### config.mk
export PLATFORM = sky130hd
export DESIGN_NAME = auto_player
export DESIGN_NICKNAME = d
export VERILOG_FILES = /design/src/rtl/whack_pkg.sv /design/src/rtl/seg7_decoder.sv /design/src/rtl/auto_player.sv
export SDC_FILE = /design/constraint.sdc
export NUM_CORES = 1
export LEC_CHECK = 0
export CORE_MARGIN = 2
export CORE_UTILIZATION = 55
export DETAILED_ROUTE_END_ITERATION = 7
export PLACE_DENSITY = 0.82
export SLEW_MARGIN = 20
export SYNTH_ARGS = -nofsm -noshare
export SYNTH_HDL_FRONTEND = slang
export SYNTH_SLANG_ARGS = --single-unit
### constraint.sdc
create_clock -name clk -period 6.8 [get_ports clk]
set_input_delay 0.68 -clock clk [delete_from_list [all_inputs] [get_ports clk]]
set_output_delay 0.68 -clock clk [all_outputs]
set_load 0.1 [all_outputs]
### src/rtl/whack_pkg.sv
// Shared definitions for the auto-player: FSM states, bus sizes and the
// active-low hex segment table the game uses to display digits.
// Segment bit order is {g,f,e,d,c,b,a}; a low line means the segment is lit.
package whack_pkg;

    localparam int unsigned NUM_SEGS = 7;
    localparam int unsigned NUM_BTNS = 8;
    localparam int unsigned CNT_W    = 8;

    typedef enum logic [2:0] {
        ST_IDLE,
        ST_OBSERVE,
        ST_PRESS,
        ST_RELEASE,
        ST_DONE
    } state_e;

    // Entry [d] is the active-low pattern for hex digit d (listed F down to 0).
    localparam logic [15:0][NUM_SEGS-1:0] HEX_SEG = {
        7'h0E, 7'h06, 7'h21, 7'h46,   // F E d C
        7'h03, 7'h08, 7'h10, 7'h00,   // b A 9 8
        7'h78, 7'h02, 7'h12, 7'h19,   // 7 6 5 4
        7'h30, 7'h24, 7'h79, 7'h40    // 3 2 1 0
    };

    function automatic logic [NUM_SEGS-1:0] hex_seg(input logic [3:0] digit);
        return HEX_SEG[digit];
    endfunction

endpackage

### src/rtl/seg7_decoder.sv
// Combinational decode of the game's active-low segment lines.
// Ports:
//   seg_i          active-low segment lines
//   onehot_valid_o exactly one line is low
//   idx_o          index of the low line (0 when not one-hot)
//   digit_valid_o  pattern matches one of the 16 hex glyphs
//   digit_o        decoded hex digit (0 when no match)
module seg7_decoder
    import whack_pkg::*;
(
    input  logic [NUM_SEGS-1:0] seg_i,
    output logic                onehot_valid_o,
    output logic [2:0]          idx_o,
    output logic                digit_valid_o,
    output logic [3:0]          digit_o
);

    logic [2:0] low_cnt;

    // Target index: count low lines and remember which one was low.
    always_comb begin
        low_cnt        = 3'd0;
        idx_o          = 3'd0;
        onehot_valid_o = 1'b0;
        for (int i = 0; i < NUM_SEGS; i++) begin
            if (!seg_i[i]) begin
                low_cnt = low_cnt + 3'd1;
                idx_o   = 3'(i);
            end
        end
        onehot_valid_o = (low_cnt == 3'd1);
        if (!onehot_valid_o) begin
            idx_o = 3'd0;
        end
    end

    // Hex digit lookup against the display table.
    always_comb begin
        digit_valid_o = 1'b0;
        digit_o       = 4'd0;
        for (int d = 0; d < 16; d++) begin
            if (seg_i == hex_seg(4'(d))) begin
                digit_valid_o = 1'b1;
                digit_o       = 4'(d);
            end
        end
    end

endmodule

### src/rtl/auto_player.sv
// Autonomous player for a whack-a-mole style game: watches the segment
// display, presses the button matching a stable lit segment, and records
// the final score when the game signals game over.
// Ports:
//   clk, rst      clock, asynchronous active-high reset
//   enable        allow autonomous play
//   start_req     one-cycle request to press button 0 (start/restart)
//   miss_inject   one-cycle request to make the next target press wrong
//   seg_in        active-low segment lines from the game
//   dp_in         game decimal point, 0 = game over
//   score_in      game score bus
//   btn_out       registered button drive (at most one bit high)
//   busy          high while pressing or releasing
//   hits          correct target presses since the last start (saturating)
//   final_score   score captured at game over
//   score_valid   final_score / mismatch are valid
//   mismatch      displayed digit disagrees with score_in[3:0]
module auto_player
    import whack_pkg::*;
#(
    parameter int unsigned HOLD_CYCLES  = 6,
    parameter int unsigned GAP_CYCLES   = 6,
    parameter int unsigned REACT_CYCLES = 3
) (
    input  logic                clk,
    input  logic                rst,
    input  logic                enable,
    input  logic                start_req,
    input  logic                miss_inject,
    input  logic [NUM_SEGS-1:0] seg_in,
    input  logic                dp_in,
    input  logic [7:0]          score_in,
    output logic [NUM_BTNS-1:0] btn_out,
    output logic                busy,
    output logic [CNT_W-1:0]    hits,
    output logic [7:0]          final_score,
    output logic                score_valid,
    output logic                mismatch
);

    state_e                state_q, state_d;
    logic [NUM_BTNS-1:0]   btn_q, btn_d;
    logic                  busy_q, busy_d;
    logic [CNT_W-1:0]      hits_q, hits_d;
    logic [7:0]            final_q, final_d;
    logic                  valid_q, valid_d;
    logic                  mism_q, mism_d;
    logic                  pend_q, pend_d;
    logic [CNT_W-1:0]      cnt_q, cnt_d;
    logic [CNT_W-1:0]      stable_q, stable_d;
    logic [NUM_SEGS-1:0]   seg_prev_q;

    logic                  onehot_valid;
    logic [2:0]            idx;
    logic                  digit_valid;
    logic [3:0]            digit;
    logic [2:0]            miss_idx;
    logic [CNT_W-1:0]      stable_next;
    logic                  start_press;
    logic                  target_press;

    seg7_decoder u_dec (
        .seg_i          (seg_in),
        .onehot_valid_o (onehot_valid),
        .idx_o          (idx),
        .digit_valid_o  (digit_valid),
        .digit_o        (digit)
    );

    // Deliberate miss lands on the neighbouring button, wrapping 7 -> 0.
    assign miss_idx = idx + 3'd1;

    // Stability count: restarts on an invalid or changed pattern, saturates.
    always_comb begin
        if (!onehot_valid || (seg_in != seg_prev_q)) begin
            stable_next = '0;
        end else if (stable_q == '1) begin
            stable_next = stable_q;
        end else begin
            stable_next = stable_q + CNT_W'(1);
        end
    end

    // Next-state and output decode.
    always_comb begin
        state_d      = state_q;
        btn_d        = '0;
        cnt_d        = cnt_q;
        stable_d     = stable_q;
        hits_d       = hits_q;
        final_d      = final_q;
        valid_d      = valid_q;
        mism_d       = mism_q;
        pend_d       = pend_q | miss_inject;
        start_press  = 1'b0;
        target_press = 1'b0;

        case (state_q)
            ST_IDLE: begin
                if (start_req) begin
                    start_press = 1'b1;
                end else if (enable && dp_in) begin
                    state_d  = ST_OBSERVE;
                    stable_d = '0;
                end
            end
            ST_OBSERVE: begin
                stable_d = stable_next;
                if (start_req) begin
                    start_press = 1'b1;
                end else if (!dp_in) begin
                    // Game over wins over any press decided this cycle.
                    state_d = ST_DONE;
                    final_d = score_in;
                    valid_d = 1'b1;
                    mism_d  = !digit_valid || (digit != score_in[3:0]);
                end else if (!enable) begin
                    state_d = ST_IDLE;
                end else if (stable_next >= CNT_W'(REACT_CYCLES)) begin
                    target_press = 1'b1;
                end
            end
            ST_PRESS: begin
                if (cnt_q == CNT_W'(HOLD_CYCLES - 1)) begin
                    state_d = ST_RELEASE;
                    cnt_d   = '0;
                end else begin
                    cnt_d = cnt_q + CNT_W'(1);
                    btn_d = btn_q;
                end
            end
            ST_RELEASE: begin
                if (cnt_q == CNT_W'(GAP_CYCLES - 1)) begin
                    cnt_d    = '0;
                    stable_d = '0;
                    state_d  = enable ? ST_OBSERVE : ST_IDLE;
                end else begin
                    cnt_d = cnt_q + CNT_W'(1);
                end
            end
            ST_DONE: begin
                if (start_req) begin
                    start_press = 1'b1;
                end
            end
            default: begin
                state_d = ST_IDLE;
            end
        endcase

        if (start_press) begin
            state_d = ST_PRESS;
            btn_d   = NUM_BTNS'(1);
            cnt_d   = '0;
            hits_d  = '0;
            valid_d = 1'b0;
            mism_d  = 1'b0;
        end

        if (target_press) begin
            state_d = ST_PRESS;
            cnt_d   = '0;
            if (pend_q) begin
                btn_d  = NUM_BTNS'(1) << miss_idx;
                pend_d = miss_inject;
            end else begin
                btn_d = NUM_BTNS'(1) << idx;
                if (hits_q != '1) begin
                    hits_d = hits_q + CNT_W'(1);
                end
            end
        end

        busy_d = (state_d == ST_PRESS) || (state_d == ST_RELEASE);
    end

    // State and registered outputs; reset drops the buttons immediately.
    always_ff @(posedge clk or posedge rst) begin
        if (rst) begin
            state_q    <= ST_IDLE;
            btn_q      <= '0;
            busy_q     <= 1'b0;
            hits_q     <= '0;
            final_q    <= '0;
            valid_q    <= 1'b0;
            mism_q     <= 1'b0;
            pend_q     <= 1'b0;
            cnt_q      <= '0;
            stable_q   <= '0;
            seg_prev_q <= '1;
        end else begin
            state_q    <= state_d;
            btn_q      <= btn_d;
            busy_q     <= busy_d;
            hits_q     <= hits_d;
            final_q    <= final_d;
            valid_q    <= valid_d;
            mism_q     <= mism_d;
            pend_q     <= pend_d;
            cnt_q      <= cnt_d;
            stable_q   <= stable_d;
            seg_prev_q <= seg_in;
        end
    end

    assign btn_out     = btn_q;
    assign busy        = busy_q;
    assign hits        = hits_q;
    assign final_score = final_q;
    assign score_valid = valid_q;
    assign mismatch    = mism_q;

endmodule

==> impl_metrics.py, run 1 <==
metrics = {
    "outcome": {
        "status": "finished clean",
    },
    "grt": {
        "grtUsageMet1_pct": 30.0,
        "grt_overflow": 0,
        "use_met3_pct": 3.33,
        "grt_use_met2_pct": 39.7,
        "globalRouteTotalUtil_pct": 22.9,
        "antenna_found_initial": 0,
        "grt_pass1_vias": 3083,
        "grt_pass1_wl_um": 14100,
        "grt_max_degree": 55,
        "busiest_layer": "met2",
    },
    "critical_path": {
        "path_common_cell": "ha_1",
        "cpPeakStageDelay_ns": 0.61,
        "reg2reg_slack_ns": 3.97,
        "worstSetupPathType": "input pin to flop",
        "cp_slowest_cell": "clkdlybuf4s50_1",
        "required_ns": 7.01,
        "crit_fanout": 14,
        "arrival_ns": 6.04,
        "cp-start-kind": "input pin",
        "crit_path_end_kind": "flop",
    },
    "power_and_ir_drop": {
        "p_clk_share_pct": 20.1,
        "switching_share_pct": 45.6,
        "peakVddDrop_v": 0.000224,
        "p_per_area_nw_per_um2": 300,
        "p_switching_mw": 0.595,
        "pwr-share-seq_pct": 32.6,
        "comb_power_share_pct": 47.3,
        "p_int_mw": 0.709,
        "p_leak_nw": 1.86,
    },
    "synth": {
        "ys_seq_elements": 54,
        "synth_area_um2": 3750,
        "async_reset_ff_share_pct": 100,
        "synth-main-ff-cell": "dfrtp_1",
        "syn_nets": 464,
        "ys_seq_area_share_pct": 36.3,
        "ys_warn_count": 0,
        "avgSynthCellArea_um2": 8.73,
        "synthDistinctLibCells": 70,
        "synth_edf_count": 0,
        "syn_inst": 429,
    },
    "clocking": {
        "hold_buffers": 0,
        "cts_resized": 0,
        "cts_setup_buffers": 0,
        "cts_made_buffers": 5,
        "tritoncts": "built",
        "h-tree-depth": 2,
        "clk_latency_ns": 0.32,
        "clockBufferDepth": 2,
        "cts.sinks": 54,
        "root_buffer": "clkbuf_8",
        "cts.clk_slew.worst_paths_ns": 0.10,
    },
    "flow_run": {
        "maxCapViolCount": 0,
    },
    "finish": {
        "area_delta_synth_final_pct": 16.3,
        "layout_common_cells": "nand2_1 (66), dfrtp_1 (47), clkdlybuf4s50_1 (47), nor2_1 (26), a21oi_1 (25)",
        "drive_gt1_share_pct": 9.15,
        "design_area_um2": 4360,
        "final_common_cell": "nand2_1",
        "antenna_cells": 0,
        "fillers": 552,
        "nets": 493,
    },
    "die": {
        "pin_count": 48,
        "die-height_um": 86.5,
        "start_util_pct": 56.1,
        "rows": 30,
        "coreArea_um2": 6680,
        "die_w_um": 86.5,
        "die_area_um2": 7490,
    },
    "timing": {
        "setup_viol": 0,
        "worst_slew_pin_slew_ns": 1.05,
        "relSlewSlack_pct": 29.5,
        "fmax_ghz": 0.172,
        "fin_tns_setup_ns": 0,
        "slew_viol_final": 0,
        "skew_ns": 0.00669,
        "hold_viol": 0,
        "min_period_over_period_pct": 85.7,
        "min_period_ns": 5.83,
        "rsz0062_at_grt": "no",
    },
    "route": {
        "vias_per_cell": 5.99,
        "firstDrtPassIters": 4,
        "drt-total-wl_um": 8390,
        "remaining_drc_errors": 0,
        "drtAntennaViolNets": 0,
        "routedWlPerCell_um": 15.6,
        "via_count": 3231,
        "drtIter0Drc": 146,
    },
    "placed_design": {
        "dp_hpwl_um": 5930,
        "portBuffers": 47,
        "dpl-instance-area_um2": 4220,
        "gp_congestion": 0.879,
    },
    "min_path": {
        "worstHoldPathType": "flop to flop",
    },
}
==> flip-flops by register name, summed over array words and instances, names as in the netlist <==
name         cells
score_valid      1
seg_prev_q       7
hits             8
btn_out          8
state_q          3
stable_q         8
pend_q           1
cnt_q            8
mismatch         1
final_score      8
busy             1
==> layout make-up <==
type	instances	area [µm²]	area share, %
multi-input cells	335	2220	50.9
flip-flops and latches	54	1360	31.2
repair buffers	51	500	11.5
well taps	80	100	2.30
clock buffers	5	68.8	1.58
clock inverters	3	68.8	1.58
inverters	11	41.3	0.948
==> critical path: cells and delay by family <==
family	cells	cell delay [ns]
buffers and inverters	3	0.79
adders and majority gates	6	1.64
muxes	2	0.54
xor gates and xnor gates	2	0.33
and+or+nand+nor	6	0.68
AOI/OAI and AO/OA	6	1.36
==> logic make-up after synthesis <==
family,Yosys count,synth area share (%)
compound gates,98,18.2
xor+xnor,23,6.58
fa+ha+maj,14,4.68
buf+inv,40,4.54
flops,54,36.3
mux,13,3.71
simple gates,187,26.0
==> path summary, 6_finish.rpt <==
check / to / depth (start not counted) / start
max: btn_out[1] / 25 / seg_in[1]
min: final_score[2] / 2 / final_score[2]
max reg2reg: hits[4] / 8 / stable_q[0]
min reg2reg: final_score[2] / 2 / final_score[2]
max in group asynchronous: btn_out[6] / 3 / rst
min in group asynchronous: score_valid / 3 / rst
==> synthesized netlist by cell type, types with 2 or more instances <==
master	n	area share [%]
ha_1	14	4.7
buf_1	2	0.20
nor3b_2	2	0.67
a21boi_0	2	0.40
buf_2	7	0.94
dfrtp_1	47	31
a32oi_1	2	0.47
a221o_1	2	0.53
o21ai_0	17	2.3
nor3_2	2	0.53
xnor2_2	2	0.87
and3_1	4	0.67
o31ai_1	5	1.0
nand3b_1	4	0.80
nand4_1	6	1.0
a22o_1	7	1.6
or4_1	2	0.40
and2_1	4	0.67
nand3_1	16	2.1
a41oi_1	2	0.47
nand2b_1	11	1.8
nor4_1	3	0.50
a21o_1	6	1.2
inv_1	11	1.1
mux2_2	3	0.90
xnor2_1	8	1.9
nor2_1	26	2.6
and4_1	2	0.47
nor2b_1	10	1.7
a31oi_1	5	0.84
mux2i_1	9	2.4
dfstp_2	7	4.9
xor2_1	11	2.6
or2_2	2	0.33
o311ai_2	2	0.87
o211ai_1	4	0.80
nand2_1	66	6.6
a21oi_1	25	3.3
o21ai_1	4	0.53
clkbuf_1	18	1.8
or3_1	6	1.0
o211a_1	2	0.53
nor3_1	12	1.6
==> layer usage <==
layer | routed length [µm] | vias up
met1 | 3570 | 1568
met5 | 0 | -
met3 | 346 | 11
met2 | 4350 | 73
li1 | - | 1579
met4 | 128 | 0
==> power groups by stage <==
stage	registers [mW]	clock network, mW	logic, mW
final	0.425	0.262	0.617
after global routing	0.434	0.275	0.659
after CTS	0.425	0.267	0.619
after detailed placement	0.431	0	0.617
after global placement	0.427	0	0.604
after floorplan	0.658	0	0.251
==> metrics by stage <==
step	utilization, %	total power, mW	cells	hold slack, ns	setup WS [ns]
floorplan	-	0.910	429	0.487	1.69
global placement	63.1	1.03	531	0.459	0.980
detailed placement	63.1	1.05	531	0.463	0.657
CTS	65.2	1.31	539	0.488	0.982
global route	65.2	1.37	539	0.523	0.565
finish	65.2	1.30	539	0.481	0.971
No activity file was read; power rests on OpenSTA's default activity.
==> inputs of run 2 (changes only) <==
MAX_ROUTING_LAYER = met4   (was unset)
TNS_END_PERCENT = 50   (was unset)
==> run 2 against run 1 <==
Against the previous run: global-route usage up 0.83 points; clock power down 24%; critical endpoint is now btn_out[0]; total power down 5.0%; register-to-register slack better by 0.02 ns; critical path depth down 1.
==> impl_metrics.py, run 2 (synthesis gave the netlist of run 1 again) <==
metrics = {
    "outcome": {
        "status": "finished clean",
    },
    "route": {
        "remaining_drc_errors": 0,
        "drt-total-wl_um": 8260,
        "via_count": 3222,
        "routedWlPerCell_um": 15.3,
        "firstDrtPassIters": 6,
        "drtAntennaViolNets": 0,
        "vias_per_cell": 5.98,
        "drtIter0Drc": 178,
    },
    "die": {
        "rows": 30,
        "die_w_um": 86.5,
        "start_util_pct": 56.1,
        "coreArea_um2": 6680,
        "die_area_um2": 7490,
        "pin_count": 48,
        "die-height_um": 86.5,
    },
    "critical_path": {
        "crit_path_end_kind": "flop",
        "arrival_ns": 6.02,
        "cp-start-kind": "input pin",
        "required_ns": 7.06,
        "crit_fanout": 14,
        "worstSetupPathType": "input pin to flop",
    },
    "placed_design": {
        "dpl-instance-area_um2": 4220,
        "gp_congestion": 0.960,
        "portBuffers": 47,
        "dp_hpwl_um": 6020,
    },
    "timing": {
        "setup_viol": 0,
        "fmax_ghz": 0.174,
        "worst_hold_slack_ns": 0.485,
        "skew_ns": 0.00560,
        "relSlewSlack_pct": 33.7,
        "worst_slew_pin_slew_ns": 0.991,
        "fin_tns_setup_ns": 0,
        "min_period_over_period_pct": 84.6,
        "slew_viol_final": 0,
        "min_period_ns": 5.76,
        "hold_viol": 0,
        "rsz0062_at_grt": "no",
    },
    "finish": {
        "design_area_um2": 4320,
        "nets": 493,
        "final_common_cell": "nand2_1",
        "fillers": 565,
        "area_delta_synth_final_pct": 15.2,
        "drive_gt1_share_pct": 9.15,
        "antenna_cells": 0,
        "layout_common_cells": "nand2_1 (66), dfrtp_1 (47), clkdlybuf4s50_1 (47), nor2_1 (26), a21oi_1 (25)",
    },
    "power_and_ir_drop": {
        "p_leak_nw": 1.84,
        "p_per_area_nw_per_um2": 287,
        "peakVddDrop_v": 0.000227,
    },
    "flow_run": {
        "maxCapViolCount": 0,
    },
    "grt": {
        "antenna_found_initial": 0,
        "grt_pass1_vias": 3035,
        "grt_overflow": 0,
        "grt_pass1_wl_um": 14000,
        "grt_max_degree": 55,
        "globalRouteTotalUtil_pct": 23.8,
    },
    "clocking": {
        "hold_buffers": 0,
        "root_buffer": "clkbuf_8",
        "cts.clk_slew.worst_paths_ns": 0.11,
        "cts_resized": 0,
        "clockBufferDepth": 2,
        "cts_setup_buffers": 0,
        "h-tree-depth": 2,
        "tritoncts": "built",
        "cts.sinks": 54,
        "cts_made_buffers": 5,
        "clk_latency_ns": 0.33,
    },
    "min_path": {
        "worstHoldPathType": "flop to flop",
    },
}
==> run 2: cell types whose count changed in the layout (fill, tap and decap cells not counted) <==
cell and delta:
bufinv_16 -2, inv_6 +1, inv_8 +1
==> run 2: layout make-up <==
type	count	area, µm²	area share (%)
repair buffers	51	500	11.6
multi-input cells	335	2220	51.3
inverters	11	41.3	0.957
clock inverters	3	28.8	0.667
clock buffers	5	68.8	1.59
well taps	80	100	2.32
flip-flops and latches	54	1360	31.5
==> run 2: stage by stage <==
step / instances / power, mW / util (%) / setup slack [ns]
floorplan: 429 / 0.910 / - / 1.69
global placement: 531 / 1.03 / 63.1 / 0.948
detailed placement: 531 / 1.05 / 63.1 / 0.694
CTS: 539 / 1.25 / 64.6 / 1.03
global route: 539 / 1.31 / 64.6 / 0.639
finish: 539 / 1.24 / 64.6 / 1.04
==> run 2: metal layers <==
metal  track usage (%)  vias to the layer above  part of all wire, %  routed length, µm
li1                  -                     1571                    -                  -
met1              30.1                     1555                   43               3580
met2              40.1                       81                   52               4260
met3              2.57                       15                  3.4                284
met4              7.39                        0                  1.7                142
met5                 -                        -                    0                  0
==> run 2: path summary, 6_finish.rpt <==
path | cells after the start | endpoint | start | slack [ns]
worst max-delay path | 24 | btn_out[0] | seg_in[1] | 1.04
worst min-delay path | 2 | final_score[1] | final_score[1] | 0.49
worst max register to register | 8 | hits[4] | stable_q[0] | 3.99
worst min register to register | 2 | final_score[1] | final_score[1] | 0.49
max in group asynchronous | 3 | cnt_q[3] | rst | 5.49
min in group asynchronous | 3 | final_score[4] | rst | 0.85
==> run 2: report_power, final <==
part           internal (mW)  switching (mW)
Combinational          0.184           0.432
Sequential             0.378          0.0458
Clock                 0.0773           0.123
==> run 2: critical path, cell delays in order <==
cell,delay (ns)
clkdlybuf4s50_1,0.60
inv_1,0.11
ha_1,0.28
nand2b_1,0.19
and2_1,0.16
ha_1,0.25
nor2b_1,0.13
a31oi_1,0.26
inv_1,0.08
ha_1,0.32
nor2_1,0.05
a21oi_1,0.19
ha_1,0.30
mux2_2,0.28
ha_1,0.18
nand2b_1,0.08
xnor2_1,0.16
xnor2_2,0.17
o2111ai_4,0.27
a21oi_1,0.21
ha_1,0.26
mux2_2,0.29
or3_1,0.37
o21ai_1,0.13
==> variant 1, RTL diff (config.mk and constraints of run 1) <==
Set the package constant `NUM_SEGS` to 14 (it was 7).
--- a/src/rtl/whack_pkg.sv
+++ b/src/rtl/whack_pkg.sv
@@ -4,5 +4,5 @@
 package whack_pkg;
 
-    localparam int unsigned NUM_SEGS = 7;
+    localparam int unsigned NUM_SEGS = 14;
     localparam int unsigned NUM_BTNS = 8;
     localparam int unsigned CNT_W    = 8;
Ports: changed (resized seg_in); port bits go from 48 to 55. No check against the original RTL was run, so the function may have changed too.
==> variant 1 against run 1 <==
  * The run now ends with setup timing left
  * Non-clock buffer count up 89
  * Via count grew 42%
  * Synthesized cell count rose by 14%
  * Die area increased by 14%
  * Sequential cell count grew 7
  * Wire length is 77% higher
  * Hold slack got worse by 0.0087 ns
  * Global-route usage grew 8.6 points
  * Worst setup slack worse by 3.0 ns
  * Synthesized area grew 14%
  * Design area rose by 48%
  * Highest routed layer unchanged
Power is not compared: it rests on default switching activity, and its combinational part moved more than twofold at a synthesized area within 25%.
==> variant 1: results (changes against run 1) <==
1st-pass router iterations: 6 (+2)
violated checks: setup timing
number of global-route vias before repair: 4483 (+45%)
final setup vio count: 37 (+37)
syn nets: 539 (+16%)
layout cells sized above 1: 33.6% (+24 points)
Starting DRT DRC Count: 507 (+250%)
Setup crit start: seg_in[1]
synth cell count leaders: nand2_1, dfrtp_1, nor2_1
via density per instance: 6.29 (+4.9%)
CTS root buf: clkbuf_8
Worst-Skew Late Latency: 0.36 ns (+0.04 ns)
first-pass GRT wire length: 21.1 mm (+50%)
post-synthesis cell type count: 59 (-16%)
Clock transition at path regs: 0.08 ns (-0.02 ns)
status: finished, violations left
Clock Skews: 0.0113 ns (+0.00461 ns)
total track usage: 31.6% (+8.6 points)
Worst-Margin Slew: 1.04 ns (-0.0129 ns)
Setup TNS: -66.06 ns (-66.06 ns)
largest cells by area after synthesis: dfrtp_1, dfstp_2, nand2_1
Seq/Total Area, Yosys: 36.1% (-0.26 points)
HP Class: flip-flop to flip-flop
Num CTS Buffers: 9 (+4)
port buffer count: 54 (+15%)
Place WS: -2.94 ns (-3.60 ns)
Crit path largest cell delay: 0.39 ns (-0.22 ns)
HPWL Detailed: 8.20 mm (+38%)
ys async rst share: 100% (unchanged)
Nets: 671 (+36%)
setup ws final: -2.01 ns (-2.98 ns)
H-tree levels: 3 (+1)
largest net degree at the start of global routing: 62 (+13%)
Top reg by flops: seg_prev_q
CP max FO: 4 (-10)
GPL Wtd Cong: 0.972 (+11%)
WP data arrival: 9.07 ns (+3.03 ns)
wire length per cell: 20.3 µm (+31%)
Worst path slowest cell: or3_4
Fill cells: 400 (-28%)
Antenna diodes: 0 (unchanged)
Reg2Reg Launch Point: stable_q[1]$_DFFE_PP0P_
Post-DP Area: 5500 µm² (+30%)
-- variant 1: cell types whose count changed in the layout (fill, tap and decap cells not counted), sizes merged, moves of 6 or more --
| cell | change |
|---|---|
| a22o | -6 |
| buf | +83 |
| clkbuf | +9 |
| dfstp | +7 |
| ha | +6 |
| inv | +8 |
| mux2i | -6 |
| nand2 | +7 |
| nor2 | +12 |
| o31ai | +8 |
| xnor2 | +16 |
| xor2 | +9 |
-- variant 1: path summary, 6_finish.rpt --
path	end	slack, ns	depth (start not counted)
setup / recovery	btn_out[1]$_DFFE_PP0P_	-2.01	45
setup reg to reg	hits[2]$_DFF_PP0_	3.64	11
min in group asynchronous	final_score[6]$_DFFE_PP0P_	0.86	3
hold / removal	final_score[2]$_DFFE_PP0P_	0.47	2
max in group asynchronous	hits[3]$_DFF_PP0_	5.43	3
hold reg to reg	final_score[2]$_DFFE_PP0P_	0.47	2
-- variant 1: area by class of cell --
type                    count  area share (%)
multi-input cells         392            49.8
inverters                  19            1.34
clock inverters             4            1.09
clock buffers              12            2.40
flip-flops and latches     61            23.9
well taps                 102            1.98
repair buffers            140            19.4
-- variant 1: logic make-up (layout without fill, tap and decap cells) --
family	after synthesis	after routing	synth area share, %
multiplexers	8	8	2.02
AND/OR/NAND/NOR	224	224	26.3
flip-flops	61	61	36.1
AO/OA/AOI/OAI	89	89	14.0
buffers and inverters	38	175	3.59
adder cells (fa/ha/maj)	20	20	5.84
XOR/XNOR	51	51	12.2
-- variant 1: worst max-delay path, delay by kind of cell --
kind                     cells  cell delay, ns
adder cells (fa/ha/maj)     13            3.15
multiplexers                 4            1.14
AO/OA/AOI/OAI                7            1.19
buffers and inverters        3            0.16
AND/OR/NAND/NOR             14            1.90
XOR/XNOR                     4            0.84
-- variant 1: power by group --
part	switching [mW]	internal, mW	total, mW
registers	0.0466	0.422	0.468
logic	0.911	0.738	1.65
clock network	0.150	0.225	0.375
-- variant 1: repair_timing --
item                       CTS  global route
buffers inserted            22            10
setup endpoints to repair   37            37
pin swaps                   33            32
gates cloned                 1             0
resized for setup           48            61
-- variant 1: metrics by stage --
step	hold WS (ns)	total power, mW	std cells	utilization (%)
floorplan	0.504	1.29	491	-
global placement	0.457	1.59	685	71.9
detailed placement	0.461	1.64	685	71.9
CTS	0.478	2.21	723	79.4
global route	0.521	2.60	730	84.4
finish	0.472	2.49	730	84.4
-- variant 1: per-layer routing --
layer | vias to the layer above | part of all wire [%] | GRT usage [%]
li1 | 2006 | - | -
met1 | 2152 | 36 | 35.2
met2 | 314 | 50 | 55.8
met3 | 120 | 7.1 | 4.60
met4 | 0 | 7.3 | 20.9
met5 | - | 0 | 0
==> variant 2, RTL diff (config.mk and constraints of run 1) <==
Made on the original files. Make the reset (`rst`) synchronous in one clocked block. Comments in the files are not updated.
--- a/src/rtl/auto_player.sv
+++ b/src/rtl/auto_player.sv
@@ -176,5 +176,5 @@
 
     // State and registered outputs; reset drops the buttons immediately.
-    always_ff @(posedge clk or posedge rst) begin
+    always_ff @(posedge clk) begin
         if (rst) begin
             state_q    <= ST_IDLE;
Formal check against the unedited RTL: differs if rst is asserted again (counterexample within 4 cycles, from zero or initial values and one cycle with rst high); with rst held inactive, the same outputs for 10 cycles.
==> variant 2 against run 1 <==
  * Worst setup slack worse by 0.28 ns
  * Design area is 5.0% lower
  * Sequential share of layout area is 5.1 points lower
  * Wire length is 0.38% higher
  * Synthesized area is 5.5% lower
  * Sequential cell count stayed put
Power is not compared: it rests on default switching activity, and its combinational part moved more than twofold at a synthesized area within 25%.
==> variant 2: results (changes against run 1) <==
clk cell area share: 2.57% (-0.59 points)
WP data arrival: 6.28 ns (+0.24 ns)
Hold EP: btn_out[4]$_SDFFE_PP0P_
Area growth syn-to-layout: 16.9%
largest net degree at the start of global routing: 39 (-29%)
Register Area: 1080 µm² (-21%)
Seq/Total Area, Yosys: 30.5% (-5.8 points)
synth cell count leaders: dfxtp_1, nand2_1, nor2_1
Worst-Margin Slew: 1.00 ns (-0.0492 ns)
# clk buffers: 7 (+2)
post-synthesis cell count: 448 (+4.4%)
first-pass GRT wire length: 14.4 mm (+2.5%)
die area: 7100 µm² (-5.2%)
via density per instance: 6.04 (+0.84%)
hold path start: btn_out[4]$_SDFFE_PP0P_
Finished Layout Cells: 560 (+3.9%)
status: finished, final reports clean
post-synthesis cell type count: 68 (-2.9%)
DR WL met2: 3.99 mm (-8.2%)
WL met1: 3.87 mm (+8.5%)
final hold slack: 0.458 ns (-0.0227 ns)
Place WS: 0.523 ns (-0.134 ns)
layout cells sized above 1: 6.42% (-2.7 points)
Fill cells: 534 (-3.3%)
Clock Skews: 0.00515 ns (-0.00154 ns)
GR met2 Demand/Resource: 40.8% (+1.1 points)
number of global-route vias before repair: 3285 (+6.6%)
ys async rst share: 0% (-100 points)
met1 Use GR: 30.6% (+0.64 points)
CP max FO: 13 (-1)
met3 wire length: 455 µm (+32%)
syn nets: 483 (+4.1%)
-- variant 2: cell types whose count changed after synthesis, moves of 8 or more --
cell / before / now
dfrtp_1: 47 / 0
nor2_1: 26 / 41
a21oi_1: 25 / 37
mux2i_1: 9 / 1
dfxtp_1: 0 / 54
nand2_1: 66 / 49
-- variant 2: cell families (layout without fill, tap and decap cells) --
family,count (synthesis),after routing,share of synthesized area (%)
AOI/OAI and AO/OA,113,113,21.3
xor gates and xnor gates,23,23,7.21
adders and majority gates,14,14,4.95
buffers and inverters,40,75,4.84
DFF,54,54,30.5
muxes,3,3,0.919
and+or+nand+nor,201,201,30.2
-- variant 2: critical path, delay by kind of cell --
| kind | cells | cell delay (ns) |
|---|---|---|
| buf+inv | 4 | 0.86 |
| simple gates | 9 | 1.29 |
| fa+ha+maj | 6 | 1.57 |
| xor+xnor | 2 | 0.54 |
| compound gates | 7 | 1.36 |
